File: src/rtl/uart_rx_frame.sv
`default_nettype none
// ============================================================================
//  Module   : uart_rx_frame
//  Purpose  : Oversampling UART receiver. Deserialises start / data (LSB
//             first) / optional parity / stop frames into P_DATA and reports
//             the frame outcome as a one-cycle pulse on exactly one of
//             Data_Valid, Par_Err or Stp_Err.
//  Options  : UART_RX_MAJORITY_EN - when defined, each bit is the majority of
//             the samples at edge_cnt S-1, S and S+1, and every decision is
//             taken at S+1. Otherwise a single sample at S is used.
//  Revision : 1.0 - initial release
// ============================================================================
module uart_rx_frame #(
    parameter int DATA_WIDTH = 8,
    parameter int PRESCALE_W = 6
) (
    input  logic                  CLK,
    input  logic                  RST,
    input  logic                  RX_IN,
    input  logic [PRESCALE_W-1:0] Prescale,
    input  logic                  PAR_EN,
    input  logic                  PAR_TYP,
    output logic [DATA_WIDTH-1:0] P_DATA,
    output logic                  Data_Valid,
    output logic                  Par_Err,
    output logic                  Stp_Err,
    output logic                  Busy
);

    localparam int BIT_CNT_W = (DATA_WIDTH > 1) ? $clog2(DATA_WIDTH) : 1;
    localparam logic [BIT_CNT_W-1:0]  LAST_BIT = BIT_CNT_W'(DATA_WIDTH - 1);
    localparam logic [BIT_CNT_W-1:0]  BC_ONE   = BIT_CNT_W'(1);
    localparam logic [PRESCALE_W-1:0] PS_ONE   = PRESCALE_W'(1);

    localparam logic [2:0] ST_IDLE   = 3'd0;
    localparam logic [2:0] ST_START  = 3'd1;
    localparam logic [2:0] ST_DATA   = 3'd2;
    localparam logic [2:0] ST_PARITY = 3'd3;
    localparam logic [2:0] ST_STOP   = 3'd4;

    logic [2:0]            state;
    logic [PRESCALE_W-1:0] edge_cnt;
    logic [BIT_CNT_W-1:0]  bit_cnt;
    logic [PRESCALE_W-1:0] prescale_q;
    logic                  par_en_q;
    logic                  par_typ_q;
    logic                  par_err_q;
    logic [DATA_WIDTH-1:0] shreg;

    logic [PRESCALE_W-1:0] half_pt;
    logic [PRESCALE_W-1:0] decide_pt;
    logic                  bit_val;
    logic                  decide;
    logic                  bit_end;
    logic                  parity_exp;

    // Sample point sits in the middle of the bit; configuration is frozen
    // for the whole frame so the timing cannot shift under us.
    assign half_pt = prescale_q >> 1;

`ifdef UART_RX_MAJORITY_EN
    logic [1:0] hist;

    // Keep the two previous line samples so that at S+1 we hold S-1, S, S+1.
    always_ff @(posedge CLK or negedge RST) begin
        if (!RST) begin
            hist <= 2'b11;
        end else begin
            hist <= {hist[0], RX_IN};
        end
    end

    assign decide_pt = half_pt + PS_ONE;
    assign bit_val   = (hist[1] & hist[0]) | (hist[1] & RX_IN) | (hist[0] & RX_IN);
`else
    assign decide_pt = half_pt;
    assign bit_val   = RX_IN;
`endif

    assign decide     = (edge_cnt == decide_pt);
    assign bit_end    = (edge_cnt == (prescale_q - PS_ONE));
    assign parity_exp = (^shreg) ^ par_typ_q;
    assign Busy       = (state != ST_IDLE);

    // Frame sequencer: bit timing counters, shift register and outcome flags.
    always_ff @(posedge CLK or negedge RST) begin
        if (!RST) begin
            state      <= ST_IDLE;
            edge_cnt   <= '0;
            bit_cnt    <= '0;
            prescale_q <= '0;
            par_en_q   <= 1'b0;
            par_typ_q  <= 1'b0;
            par_err_q  <= 1'b0;
            shreg      <= '0;
            P_DATA     <= '0;
            Data_Valid <= 1'b0;
            Par_Err    <= 1'b0;
            Stp_Err    <= 1'b0;
        end else begin
            Data_Valid <= 1'b0;
            Par_Err    <= 1'b0;
            Stp_Err    <= 1'b0;

            if (state != ST_IDLE) begin
                if (bit_end) begin
                    edge_cnt <= '0;
                    bit_cnt  <= bit_cnt + BC_ONE;
                end else begin
                    edge_cnt <= edge_cnt + PS_ONE;
                end
            end

            case (state)
                ST_IDLE: begin
                    // The cycle that sees the falling edge is edge 0.
                    if (!RX_IN) begin
                        state      <= ST_START;
                        edge_cnt   <= PS_ONE;
                        bit_cnt    <= '0;
                        prescale_q <= Prescale;
                        par_en_q   <= PAR_EN;
                        par_typ_q  <= PAR_TYP;
                        par_err_q  <= 1'b0;
                    end
                end
                ST_START: begin
                    // A line that is high again mid-bit was only a glitch.
                    if (decide && bit_val) begin
                        state    <= ST_IDLE;
                        edge_cnt <= '0;
                        bit_cnt  <= '0;
                    end else if (bit_end) begin
                        state   <= ST_DATA;
                        bit_cnt <= '0;
                    end
                end
                ST_DATA: begin
                    if (decide) begin
                        shreg[bit_cnt] <= bit_val;
                    end
                    if (bit_end && (bit_cnt == LAST_BIT)) begin
                        state   <= par_en_q ? ST_PARITY : ST_STOP;
                        bit_cnt <= '0;
                    end
                end
                ST_PARITY: begin
                    if (decide && (bit_val != parity_exp)) begin
                        par_err_q <= 1'b1;
                    end
                    if (bit_end) begin
                        state <= ST_STOP;
                    end
                end
                ST_STOP: begin
                    // Leave at mid stop bit so a following start edge is seen.
                    if (decide) begin
                        state    <= ST_IDLE;
                        edge_cnt <= '0;
                        bit_cnt  <= '0;
                        if (!bit_val) begin
                            Stp_Err <= 1'b1;
                        end else if (par_err_q) begin
                            Par_Err <= 1'b1;
                        end else begin
                            Data_Valid <= 1'b1;
                            P_DATA     <= shreg;
                        end
                    end
                end
                default: begin
                    state    <= ST_IDLE;
                    edge_cnt <= '0;
                    bit_cnt  <= '0;
                end
            endcase
        end
    end

endmodule
`default_nettype wire

File: config.mk
export PLATFORM = sky130hd
export DESIGN_NAME = uart_rx_frame
export DESIGN_NICKNAME = d
export VERILOG_FILES = /design/src/rtl/uart_rx_frame.sv
export SDC_FILE = /design/constraint.sdc
export NUM_CORES = 1
export LEC_CHECK = 0
export BUFFER_PORTS_ARGS = -buffer_cell sky130_fd_sc_hd__clkbuf_2
export CORE_UTILIZATION = 60
export CTS_BUF_LIST = sky130_fd_sc_hd__clkbuf_8
export DETAILED_ROUTE_END_ITERATION = 8
export GPL_TIMING_DRIVEN = 0
export HOLD_SLACK_MARGIN = 0.08
export PLACE_DENSITY = 0.81
export SLEW_MARGIN = 20
export SYNTH_ARGS = -nofsm -noshare
export SYNTH_HDL_FRONTEND = slang
export SYNTH_SLANG_ARGS = --single-unit
File: constraint.sdc
create_clock -name CLK -period 4.9 [get_ports CLK]
set_input_delay 0.49 -clock CLK [delete_from_list [all_inputs] [get_ports CLK]]
set_output_delay 0.49 -clock CLK [all_outputs]
set_load 0.01 [all_outputs]
==> flow_summary.json, run 1 <==
{
  "grt_total_usage_pct": 24.5,
  "remaining_drc_errors": 0,
  "layout-area-overhead-vs-synth_pct": 12.4,
  "cts-resized-gates": 0,
  "cp-end-kind": "flop",
  "worstPathArrival_ps": 2920,
  "r2r_setup_slack_ps": 2160,
  "detailedRoute.firstIterationViolations": 74,
  "synthesis.nets": 210,
  "finalSetupViolations": 0,
  "fp.dieW_um": 61.2,
  "synth_area_per_cell_um2": 10.8,
  "route.vias.total": 1515,
  "final_hold_viol_count": 0,
  "cts_root_buffer": "sky130_fd_sc_hd__clkbuf_8",
  "top_flip_flop_cell_by_instance_count_after_synthesis": "sky130_fd_sc_hd__dfrtp_1",
  "pwr_density_cell_mw_per_mm2": 593,
  "postSynthCellCount": 195,
  "slew_violations": 0,
  "total_number_of_clock_tree_sinks": 40,
  "wl_mm": 3.84,
  "vias_in_the_first_global_route": 1443,
  "fillerInstances": 253,
  "gr-total-overflow": 0,
  "max-slew-margin-rel_pct": 36.5,
  "fin_worst_skew_ps": 6.93,
  "routabilityCongestion": 0.923,
  "worst_setup_hold_path_clk_slew_ps": 80,
  "std_cell_rows": 21,
  "die-area_mm2": 0.00375,
  "io_buffer_count": 22,
  "internal_power_uw": 854,
  "worstSetupStartpointType": "flop",
  "antenna_cells": 0,
  "synth_edf_count": 0,
  "placed_cell_area_mm2": 0.00227,
  "ys_warn_count": 0,
  "drtPass1Iterations": 4,
  "cts_buffer_depth": 2,
  "rsz_0062_raised_after_global_routing": "no",
  "synth_area_mm2": 0.00210,
  "nNetsFinal": 239,
  "power.combinational.fraction_pct": 45.0,
  "wire_per_inst_um": 14.2,
  "htree_num_levels": 2,
  "run_status": "complete, no violations",
  "worst_r2r_startpoint": "edge_cnt[1]$_DFF_PN0_",
  "clk_latency_ps": 290,
  "clock_power_share_pct": 15.9,
  "ir_worst_vdd_mv": 0.330,
  "final_cell_area_mm2": 0.00237,
  "layout_setup_ws_ps": 2160,
  "synthDistinctLibCells": 41,
  "pin_count": 23,
  "worstSetupPathType": "reg -> reg",
  "grt_first_pass_wirelength_mm": 6.47,
  "grt_antenna_before_repair": 0,
  "power.sequential.fraction_pct": 39.0,
  "vias_per_cell": 5.59,
  "switchingPower_uw": 550,
  "die_height_um": 61.2,
  "floorplan.core_area_mm2": 0.00334,
  "ys_seq_elements": 40,
  "timing.final.crit_period_ps": 2740,
  "synth.yosys.seq_area_share_pct": 47.6,
  "power.switching_fraction_pct": 39.2,
  "timing.critical_path.required_ps": 5080,
  "tightest_slew_ps": 952,
  "timing.critical_path.fanout_max": 6,
  "initial_cell_density_of_the_core_pct": 63.1,
  "final.setup.tns_ps": 0,
  "worstRegToRegCells": 7,
  "hold_path_class": "in -> async",
  "power.leakage_uw": 0.00108,
  "holdBufCountCts": 0,
  "synth-async-reset-ratio_pct": 100,
  "maxCapViolations": 0,
  "antenna_violating_nets_post_route": 0,
  "cts_buffers": 5,
  "tritoncts": "done",
  "period_share_pct": 56.0,
  "place_hpwl_mm": 2.82,
  "maximum_number_of_pins_on_one_net_before_global_route_repair": 41,
  "drive_above_1_share_pct": 23.1,
  "pre_cts_slack_ps": 2180,
  "cts_post_setup_buffers_inserted": 0,
  "achievable-frequency_mhz": 365,
  "timing.rr.end": "shreg[4]$_DFFE_PN0P_"
}
[critical path, cell delays in order, from the launching register on]
cell                      delay [ps]
sky130_fd_sc_hd__dfrtp_1         440
sky130_fd_sc_hd__xor2_1          190
sky130_fd_sc_hd__or4_4           530
sky130_fd_sc_hd__or2_1           260
sky130_fd_sc_hd__buf_6           140
sky130_fd_sc_hd__or4_4           510
sky130_fd_sc_hd__nor3_1          210
sky130_fd_sc_hd__mux2_1          350
[layout by cell type, fill, tap and decap left out, types with 2 or more instances in the layout]
cell	synthesis	routed
sky130_fd_sc_hd__clkbuf_1	7	7
sky130_fd_sc_hd__nor3_1	8	8
sky130_fd_sc_hd__nand2b_1	2	2
sky130_fd_sc_hd__ha_1	4	4
sky130_fd_sc_hd__clkbuf_8	0	6
sky130_fd_sc_hd__o21bai_1	2	2
sky130_fd_sc_hd__a21oi_1	6	6
sky130_fd_sc_hd__xnor2_1	14	14
sky130_fd_sc_hd__mux2_1	5	5
sky130_fd_sc_hd__nand3_1	6	6
sky130_fd_sc_hd__o2bb2ai_1	2	2
sky130_fd_sc_hd__inv_1	10	11
sky130_fd_sc_hd__or4_4	2	2
sky130_fd_sc_hd__nand4_1	3	3
sky130_fd_sc_hd__nand2_1	10	10
sky130_fd_sc_hd__nor2_1	14	14
sky130_fd_sc_hd__dfrtp_1	40	40
sky130_fd_sc_hd__o31ai_1	3	3
sky130_fd_sc_hd__or4_1	2	2
sky130_fd_sc_hd__clkbuf_2	0	22
sky130_fd_sc_hd__o21ai_0	7	7
sky130_fd_sc_hd__or3_1	4	4
sky130_fd_sc_hd__mux2_2	16	16
sky130_fd_sc_hd__xor2_1	9	9
[layout make-up]
class                      count  area (um2)  area share [%]
buffer                         9        42.5            1.80
clock buffer                   6        82.6            3.49
clock inverter                 2        11.3           0.476
inverter                      10        37.5            1.59
multi-input combinational    136        1020            43.3
sequential                    40        1000            42.3
tap                           46        57.6            2.43
timing repair buffer          22         110            4.65
[worst max-delay path by stage]
| stage | start | to | slack, ps | cells past startpoint |
|---|---|---|---|---|
| 3_3_place_gp | edge_cnt[1]$_DFF_PN0_ | shreg[6]$_DFFE_PN0P_ | 2190 | 7 |
| 4_1_cts | edge_cnt[1]$_DFF_PN0_ | shreg[4]$_DFFE_PN0P_ | 2160 | 7 |
| 6_report | edge_cnt[1]$_DFF_PN0_ | shreg[4]$_DFFE_PN0P_ | 2160 | 7 |
| 3_5_place_dp | edge_cnt[1]$_DFF_PN0_ | shreg[4]$_DFFE_PN0P_ | 2180 | 7 |
| 5_1_grt | prescale_q[0]$_DFFE_PN0P_ | bit_cnt[2]$_DFF_PN0_ | 2080 | 8 |
| 2_1_floorplan | edge_cnt[4]$_DFF_PN0_ | shreg[0]$_DFFE_PN0P_ | 2340 | 7 |
[per-layer routing]
layer	track usage (%)	vias up	wire length, um
met5	0	-	0
met4	10.4	0	58
met3	8.19	5	150
met2	37.6	29	1850
met1	31.8	743	1780
li1	-	738	-
[power groups by stage]
stage	clock, uW	sequential [uW]	combinational (uW)
6_report	224	548	632
5_1_grt	244	564	709
4_1_cts	229	548	634
3_5_place_dp	0	554	629
3_3_place_gp	0	547	599
2_1_floorplan	0	528	516
[sequential cells by signal (all words and copies together) (netlist names), 3 cells and up]
name	flops
edge_cnt	6
state	3
P_DATA	8
shreg	8
bit_cnt	3
prescale_q	6
[kinds of logic after synthesis]
logic type	after synthesis	synth area share, %
XOR/XNOR	24	10.6
flip-flops	40	47.6
AO/OA/AOI/OAI	26	7.97
multiplexers	22	11.7
buffers and inverters	19	3.81
AND/OR/NAND/NOR	60	15.9
adder cells (fa/ha/maj)	4	2.38
[Yosys cell counts (2+ instances only)]
library cell	n	area, um2
sky130_fd_sc_hd__nand4_1	3	18.8
sky130_fd_sc_hd__o21ai_0	7	35.0
sky130_fd_sc_hd__o21bai_1	2	15.0
sky130_fd_sc_hd__mux2_2	16	180
sky130_fd_sc_hd__dfrtp_1	40	1000
sky130_fd_sc_hd__or3_1	4	25.0
sky130_fd_sc_hd__o2bb2ai_1	2	17.5
sky130_fd_sc_hd__nand3_1	6	30.0
sky130_fd_sc_hd__nor2_1	14	52.6
sky130_fd_sc_hd__or4_4	2	22.5
sky130_fd_sc_hd__nor3_1	8	40.0
sky130_fd_sc_hd__ha_1	4	50.1
sky130_fd_sc_hd__or4_1	2	15.0
sky130_fd_sc_hd__nand2b_1	2	12.5
sky130_fd_sc_hd__xnor2_1	14	123
sky130_fd_sc_hd__o31ai_1	3	22.5
sky130_fd_sc_hd__clkbuf_1	7	26.3
sky130_fd_sc_hd__inv_1	10	37.5
sky130_fd_sc_hd__nand2_1	10	37.5
sky130_fd_sc_hd__mux2_1	5	56.3
sky130_fd_sc_hd__xor2_1	9	78.8
sky130_fd_sc_hd__a21oi_1	6	30.0
[metrics by stage]
stage	hold WS, ps	instances	power (uW)	utilization, %
2_1_floorplan	194	195	1040	-
3_3_place_gp	489	263	1150	68.1
3_5_place_dp	497	263	1180	68.1
4_1_cts	375	271	1410	70.9
5_1_grt	402	271	1520	70.9
6_report	335	271	1400	70.9
Note: power is estimated with default switching activity, not from simulation.
==> run 2, diff against run 1 <==
clock period = 2.6 ns   (was 4.9 ns; I/O delays follow)
==> run 2 against run 1 <==
Net effect: first-iteration DRC count increased by 4.1%; power increased by 98%; sequential cell count unchanged; critical endpoint is now shreg[6]$_DFFE_PN0P_; largest cell class unchanged.
==> flow_summary.json, run 2 (same netlist as run 1, synthesis figures left out) <==
{
  "cts_root_buffer": "sky130_fd_sc_hd__clkbuf_8",
  "ir_worst_vdd_mv": 0.670,
  "wl_mm": 4.11,
  "antenna_violating_nets_post_route": 0,
  "gr-total-overflow": 0,
  "worstRegToRegCells": 6,
  "holdBufCountCts": 0,
  "layout_commonest_cell": "sky130_fd_sc_hd__dfrtp_1",
  "initial_cell_density_of_the_core_pct": 63.1,
  "std_cell_rows": 21,
  "drtPass1Iterations": 4,
  "floorplan.core_area_mm2": 0.00334,
  "cts_buffers": 5,
  "grt-busiest-layer": "met2",
  "achievable-frequency_mhz": 392,
  "timing.rr.end": "shreg[6]$_DFFE_PN0P_",
  "timing.critical_path.from": "prescale_q[4]$_DFFE_PN0P_",
  "antenna_cells": 0,
  "place_hpwl_mm": 2.82,
  "maxCapViolations": 0,
  "wire_per_inst_um": 14.9,
  "worst_r2r_startpoint": "prescale_q[4]$_DFFE_PN0P_",
  "worstSetupStartpointType": "flop",
  "pin_count": 23,
  "power.leakage_uw": 0.00113,
  "io_buffer_count": 22,
  "die-area_mm2": 0.00375,
  "clk_latency_ps": 300,
  "worst_setup_hold_path_clk_slew_ps": 80,
  "largestRegisters": "P_DATA (8), shreg (8)",
  "timing.final.crit_period_ps": 2550,
  "hold_ws_ps": 103,
  "detailedRoute.firstIterationViolations": 77,
  "grt_antenna_before_repair": 0,
  "slowest_cell_on_the_critical_path": "sky130_fd_sc_hd__or4_4",
  "setup.worst_path.end": "shreg[6]$_DFFE_PN0P_",
  "grt_total_usage_pct": 25.8,
  "run_status": "complete, no violations",
  "layout-area-overhead-vs-synth_pct": 16.8,
  "fin_worst_skew_ps": 7.02,
  "timing.critical_path.fanout_max": 6,
  "slew_violations": 0,
  "final.setup.tns_ps": 0,
  "cp-end-kind": "flop",
  "vias_per_cell": 5.72,
  "tightest_slew_ps": 960,
  "remaining_drc_errors": 0,
  "grt_util_met2_pct": 39.8,
  "finalSetupViolations": 0,
  "htree_num_levels": 2,
  "worstSetupPathType": "reg -> reg",
  "final_hold_viol_count": 0,
  "max-slew-margin-rel_pct": 36.0,
  "r2r_setup_slack_ps": 50,
  "cts_buffer_depth": 2,
  "routabilityCongestion": 0.923,
  "total_number_of_clock_tree_sinks": 40,
  "crit_path_cell_trace": "xor2_1 -> or4_4 -> or2_4 -> or4_4 -> nor3_4 -> mux2_1",
  "final_cell_mix": "39 x sky130_fd_sc_hd__dfrtp_1, 23 x sky130_fd_sc_hd__clkbuf_2, 16 x sky130_fd_sc_hd__mux2_2",
  "cpMostUsedCell": "sky130_fd_sc_hd__or4_4",
  "met3_usage_pct": 8.19,
  "pwr_density_cell_mw_per_mm2": 1130,
  "vias_in_the_first_global_route": 1514,
  "grt_util_met1_pct": 33.7,
  "maximum_number_of_pins_on_one_net_before_global_route_repair": 41,
  "critPathMaxStageDelay_ps": 560,
  "rsz_0062_raised_after_global_routing": "no",
  "timing.critical_path.required_ps": 2780,
  "fp.dieW_um": 61.2,
  "fillerInstances": 237,
  "worstPathArrival_ps": 2730,
  "tritoncts": "done",
  "nNetsFinal": 243,
  "hold_path_class": "in -> async",
  "route.vias.total": 1574,
  "drive_above_1_share_pct": 29.3,
  "power_uw": 2770,
  "period_share_pct": 98.1,
  "grt_first_pass_wirelength_mm": 6.85,
  "die_height_um": 61.2
}
## run 2: cell type report
class	count	area (um2)	share of cell area, %
plain buffers	7	27.5	1.12
clock buffers	6	82.6	3.36
clock inverters	2	11.3	0.458
inverters	10	37.5	1.53
multi-input cells	136	1080	44.1
flip-flops and latches	40	1000	40.8
well taps	46	57.6	2.34
repair buffers	28	155	6.31
## run 2: where the power goes
group,switching (uW),internal (uW),leakage (uW)
Clock,212,211,0.0000486
Sequential,198,827,0.000509
Combinational,684,641,0.000576
Total,1100,1680,0.00113
## run 2: layer usage
metal | part of all wire, % | wire length (um)
met1 | 45 | 1840
met2 | 50 | 2050
met3 | 3.8 | 157
met4 | 1.4 | 58
met5 | 0 | 0
## run 2: through the flow
stage	setup WS, ps	utilization, %	std cells	instance area (um2)
after floorplan	43.9	-	195	2100
after global routing	5.42	73.7	275	2460
final	49.2	73.7	275	2460
after global placement	-113	68.1	263	2270
after detailed placement	-123	68.1	263	2270
after CTS	5.29	73.1	275	2440
## run 2: how the worst min path moves through the flow
stage	start	end	slack, ps	depth (start not counted)
after global routing	RST	par_err_q$_DFFE_PN0P_	180	1
after floorplan	RST	Data_Valid$_DFF_PN0_	-40	0
after global placement	RST	par_en_q$_DFFE_PN0P_	440	1
after CTS	RST	par_err_q$_DFFE_PN0P_	140	1
after detailed placement	RST	par_en_q$_DFFE_PN0P_	460	1
final	RST	par_err_q$_DFFE_PN0P_	100	1
## run 2: what timing repair did
| action | in CTS | in global routing |
|---|---|---|
| buffers inserted | 6 | 0 |
| setup endpoints to repair | 12 | 7 |
| pin swaps | 5 | 3 |
| resized for setup | 10 | 5 |
| endpoints found under the hold margin | 0 | 0 |
## run 2: critical path: cells and delay by family, from the launching register on
| kind | cells | cell delay (ps) |
|---|---|---|
| mux | 1 | 340 |
| simple gates | 4 | 1530 |
| xor+xnor | 1 | 170 |
| flops | 1 | 400 |
==> run 3, diff against run 2 <==
CELL_PAD_IN_SITES_DETAIL_PLACEMENT = 0   (was unset)
CELL_PAD_IN_SITES_GLOBAL_PLACEMENT = 1   (was unset)
CORE_UTILIZATION = 48   (was 60)
PLACE_DENSITY = unset   (was 0.81)
PLACE_DENSITY_LB_ADDON = 0.1   (was unset)
SETUP_SLACK_MARGIN = 0.4   (was unset)
==> run 3 against run 2 <==
Net effect: the flow now finishes with violations (negative setup slack); via count is 1.2% higher; sequential share of layout area is 4.8 points lower; worst setup slack worse by 64 ps; wire length is 19% higher; clock skew is 4.4 ps higher; die area is 24% higher; register-to-register slack worse by 60 ps; cell count is 7.3% higher; sequential power hardly changed; power is 17% higher; critical path type unchanged; critical endpoint is now shreg[4]$_DFFE_PN0P_; largest cell class unchanged; largest power group unchanged.
==> flow_summary.json, run 3 (same netlist as run 1, synthesis figures left out) <==
{
  "max-slew-margin-rel_pct": 43.1,
  "layout-area-overhead-vs-synth_pct": 32.6,
  "place_hpwl_mm": 3.11,
  "highest_layer": "met4",
  "hold_path_class": "in -> async",
  "antenna_cells": 0,
  "internal_power_uw": 2030,
  "std_cell_rows": 23,
  "met3_wirelength_um": 213,
  "timing.final.crit_period_ps": 2610,
  "route.vias.total": 1593,
  "fp.dieW_um": 68.2,
  "grt_antenna_before_repair": 0,
  "htree_num_levels": 2,
  "final_hold_viol_count": 0,
  "grt_total_usage_pct": 24.1,
  "fin_worst_skew_ps": 11.5,
  "critPathMaxStageDelay_ps": 550,
  "rsz_0062_raised_after_global_routing": "yes",
  "crit_path_cell_trace": "buf_6 -> xor2_1 -> or4_4 -> or2_1 -> buf_6 -> or4_4 -> nor3_4 -> mux2_4",
  "worstSetupStartpointType": "flop",
  "largestRegisters": "P_DATA (8), shreg (8)",
  "run_status": "finished, violations left",
  "tritoncts": "done",
  "achievable-frequency_mhz": 382,
  "power.leakage_uw": 0.00129,
  "violations": "negative setup slack",
  "timing.critical_path.required_ps": 2770,
  "clock_power_share_pct": 18.2,
  "ir_worst_vdd_mv": 0.715,
  "worstPathArrival_ps": 2790,
  "switchingPower_uw": 1210,
  "cp-end-kind": "flop",
  "pin_count": 23,
  "routedLengthMet1_mm": 2.11,
  "vias_per_cell": 5.40,
  "power.combinational.fraction_pct": 49.8,
  "layout_commonest_cell": "sky130_fd_sc_hd__dfrtp_1",
  "final_cell_area_mm2": 0.00279,
  "period_share_pct": 101,
  "initial_cell_density_of_the_core_pct": 51.1,
  "floorplan.core_area_mm2": 0.00412,
  "timing.critical_path.fanout_max": 4,
  "worst_setup_hold_path_clk_slew_ps": 80,
  "tightest_slew_ps": 853,
  "drive_above_1_share_pct": 40.4,
  "drtPass1Iterations": 4,
  "worstSetupPathType": "reg -> reg",
  "die-area_mm2": 0.00465,
  "cts_buffer_depth": 2,
  "remaining_drc_errors": 0,
  "power.switching_fraction_pct": 37.3,
  "hold_ws_ps": 71.5,
  "wire_per_inst_um": 16.6,
  "power.sequential.fraction_pct": 32.0,
  "antenna_violating_nets_post_route": 0,
  "slew_violations": 0,
  "nNetsFinal": 260,
  "cts_buffers": 5,
  "clk_latency_ps": 290,
  "detailroute.wirelength.met2_mm": 2.49,
  "wl_mm": 4.88,
  "routabilityCongestion": 0.851,
  "finalSetupViolations": 2,
  "io_buffer_count": 22,
  "power_uw": 3230,
  "gr-total-overflow": 0,
  "cts_root_buffer": "sky130_fd_sc_hd__clkbuf_8",
  "final_cell_mix": "38 x sky130_fd_sc_hd__dfrtp_1, 22 x sky130_fd_sc_hd__clkbuf_2, 17 x sky130_fd_sc_hd__buf_4",
  "maxCapViolations": 0,
  "vias_in_the_first_global_route": 1693,
  "pwr_density_cell_mw_per_mm2": 1160,
  "die_height_um": 68.2,
  "total_number_of_clock_tree_sinks": 40,
  "placed_cell_area_mm2": 0.00232,
  "layout_setup_ws_ps": -14.9,
  "detailedRoute.firstIterationViolations": 100,
  "maximum_number_of_pins_on_one_net_before_global_route_repair": 41,
  "slowest_cell_on_the_critical_path": "sky130_fd_sc_hd__or4_4",
  "grt_first_pass_wirelength_mm": 7.97
}
[run 3: cell types whose count changed in the layout (fill, tap and decap cells not counted), sizes merged]
cell,delta
inv,-1
bufinv,+2
buf,+17
clkinvlp,-1
clkbuf,-1
[run 3: through the flow]
step	util [%]	setup WS (ps)	cells	setup TNS [ps]
6_report	67.8	-14.9	295	-27.6
2_1_floorplan	-	56.1	195	0
4_1_cts	66.6	7.43	291	0
3_5_place_dp	56.5	-177	267	-1210
5_1_grt	67.8	-95.6	295	-306
3_3_place_gp	56.5	-146	267	-1110
[run 3: routing by layer]
layer | global-route usage, % | vias to the layer above
met5 | 0 | -
met4 | 9.90 | 0
met3 | 5.00 | 9
met2 | 40.4 | 38
met1 | 29.8 | 769
li1 | - | 777
[run 3: path summary, 6_finish.rpt]
path                                        from  slack (ps)                         to  cells after the start
max in group asynchronous                    RST        1920  prescale_q[2]$_DFFE_PN0P_                      1
hold reg to reg            P_DATA[3]$_DFFE_PN0P_         520      P_DATA[3]$_DFFE_PN0P_                      1
min in group CLK                     Prescale[1]         170  prescale_q[1]$_DFFE_PN0P_                      3
setup reg to reg           edge_cnt[3]$_DFF_PN0_         -10       shreg[4]$_DFFE_PN0P_                      8
hold / removal                               RST          70      par_err_q$_DFFE_PN0P_                      1
setup / recovery           edge_cnt[3]$_DFF_PN0_         -10       shreg[4]$_DFFE_PN0P_                      8
[run 3: layout make-up]
type | count | area, um2
Fill cell | 323 | 1330
Multi-Input combinational cell | 136 | 1190
Sequential cell | 40 | 1000
Timing Repair Buffer | 43 | 305
Clock buffer | 5 | 68.8
Tap cell | 50 | 62.6
Buffer | 9 | 61.3
Clock inverter | 2 | 60.1
Inverter | 10 | 37.5
[run 3: power by group through the flow]
stage          Sequential [uW]  Combinational [uW]  Clock, uW
2_1_floorplan             1000                 978          0
3_3_place_gp              1040                1160          0
3_5_place_dp              1060                1190          0
4_1_cts                   1030                1520        593
5_1_grt                   1060                1760        625
6_report                  1030                1610        590
[run 3: worst max-delay path, delay by kind of cell (launching register included)]
family / cells / cell delay, ps
and+or+nand+nor: 4 / 1420
DFF: 1 / 380
muxes: 1 / 320
buffers and inverters: 2 / 240
xor gates and xnor gates: 1 / 150
[run 3: what timing repair did]
item,in CTS,in global routing
gates cloned,1,0
pin swaps,11,4
setup buffers,16,4
endpoints found under the setup margin,34,32
hold endpoints to repair,0,0
resized for setup,32,10
hold buffers,0,0
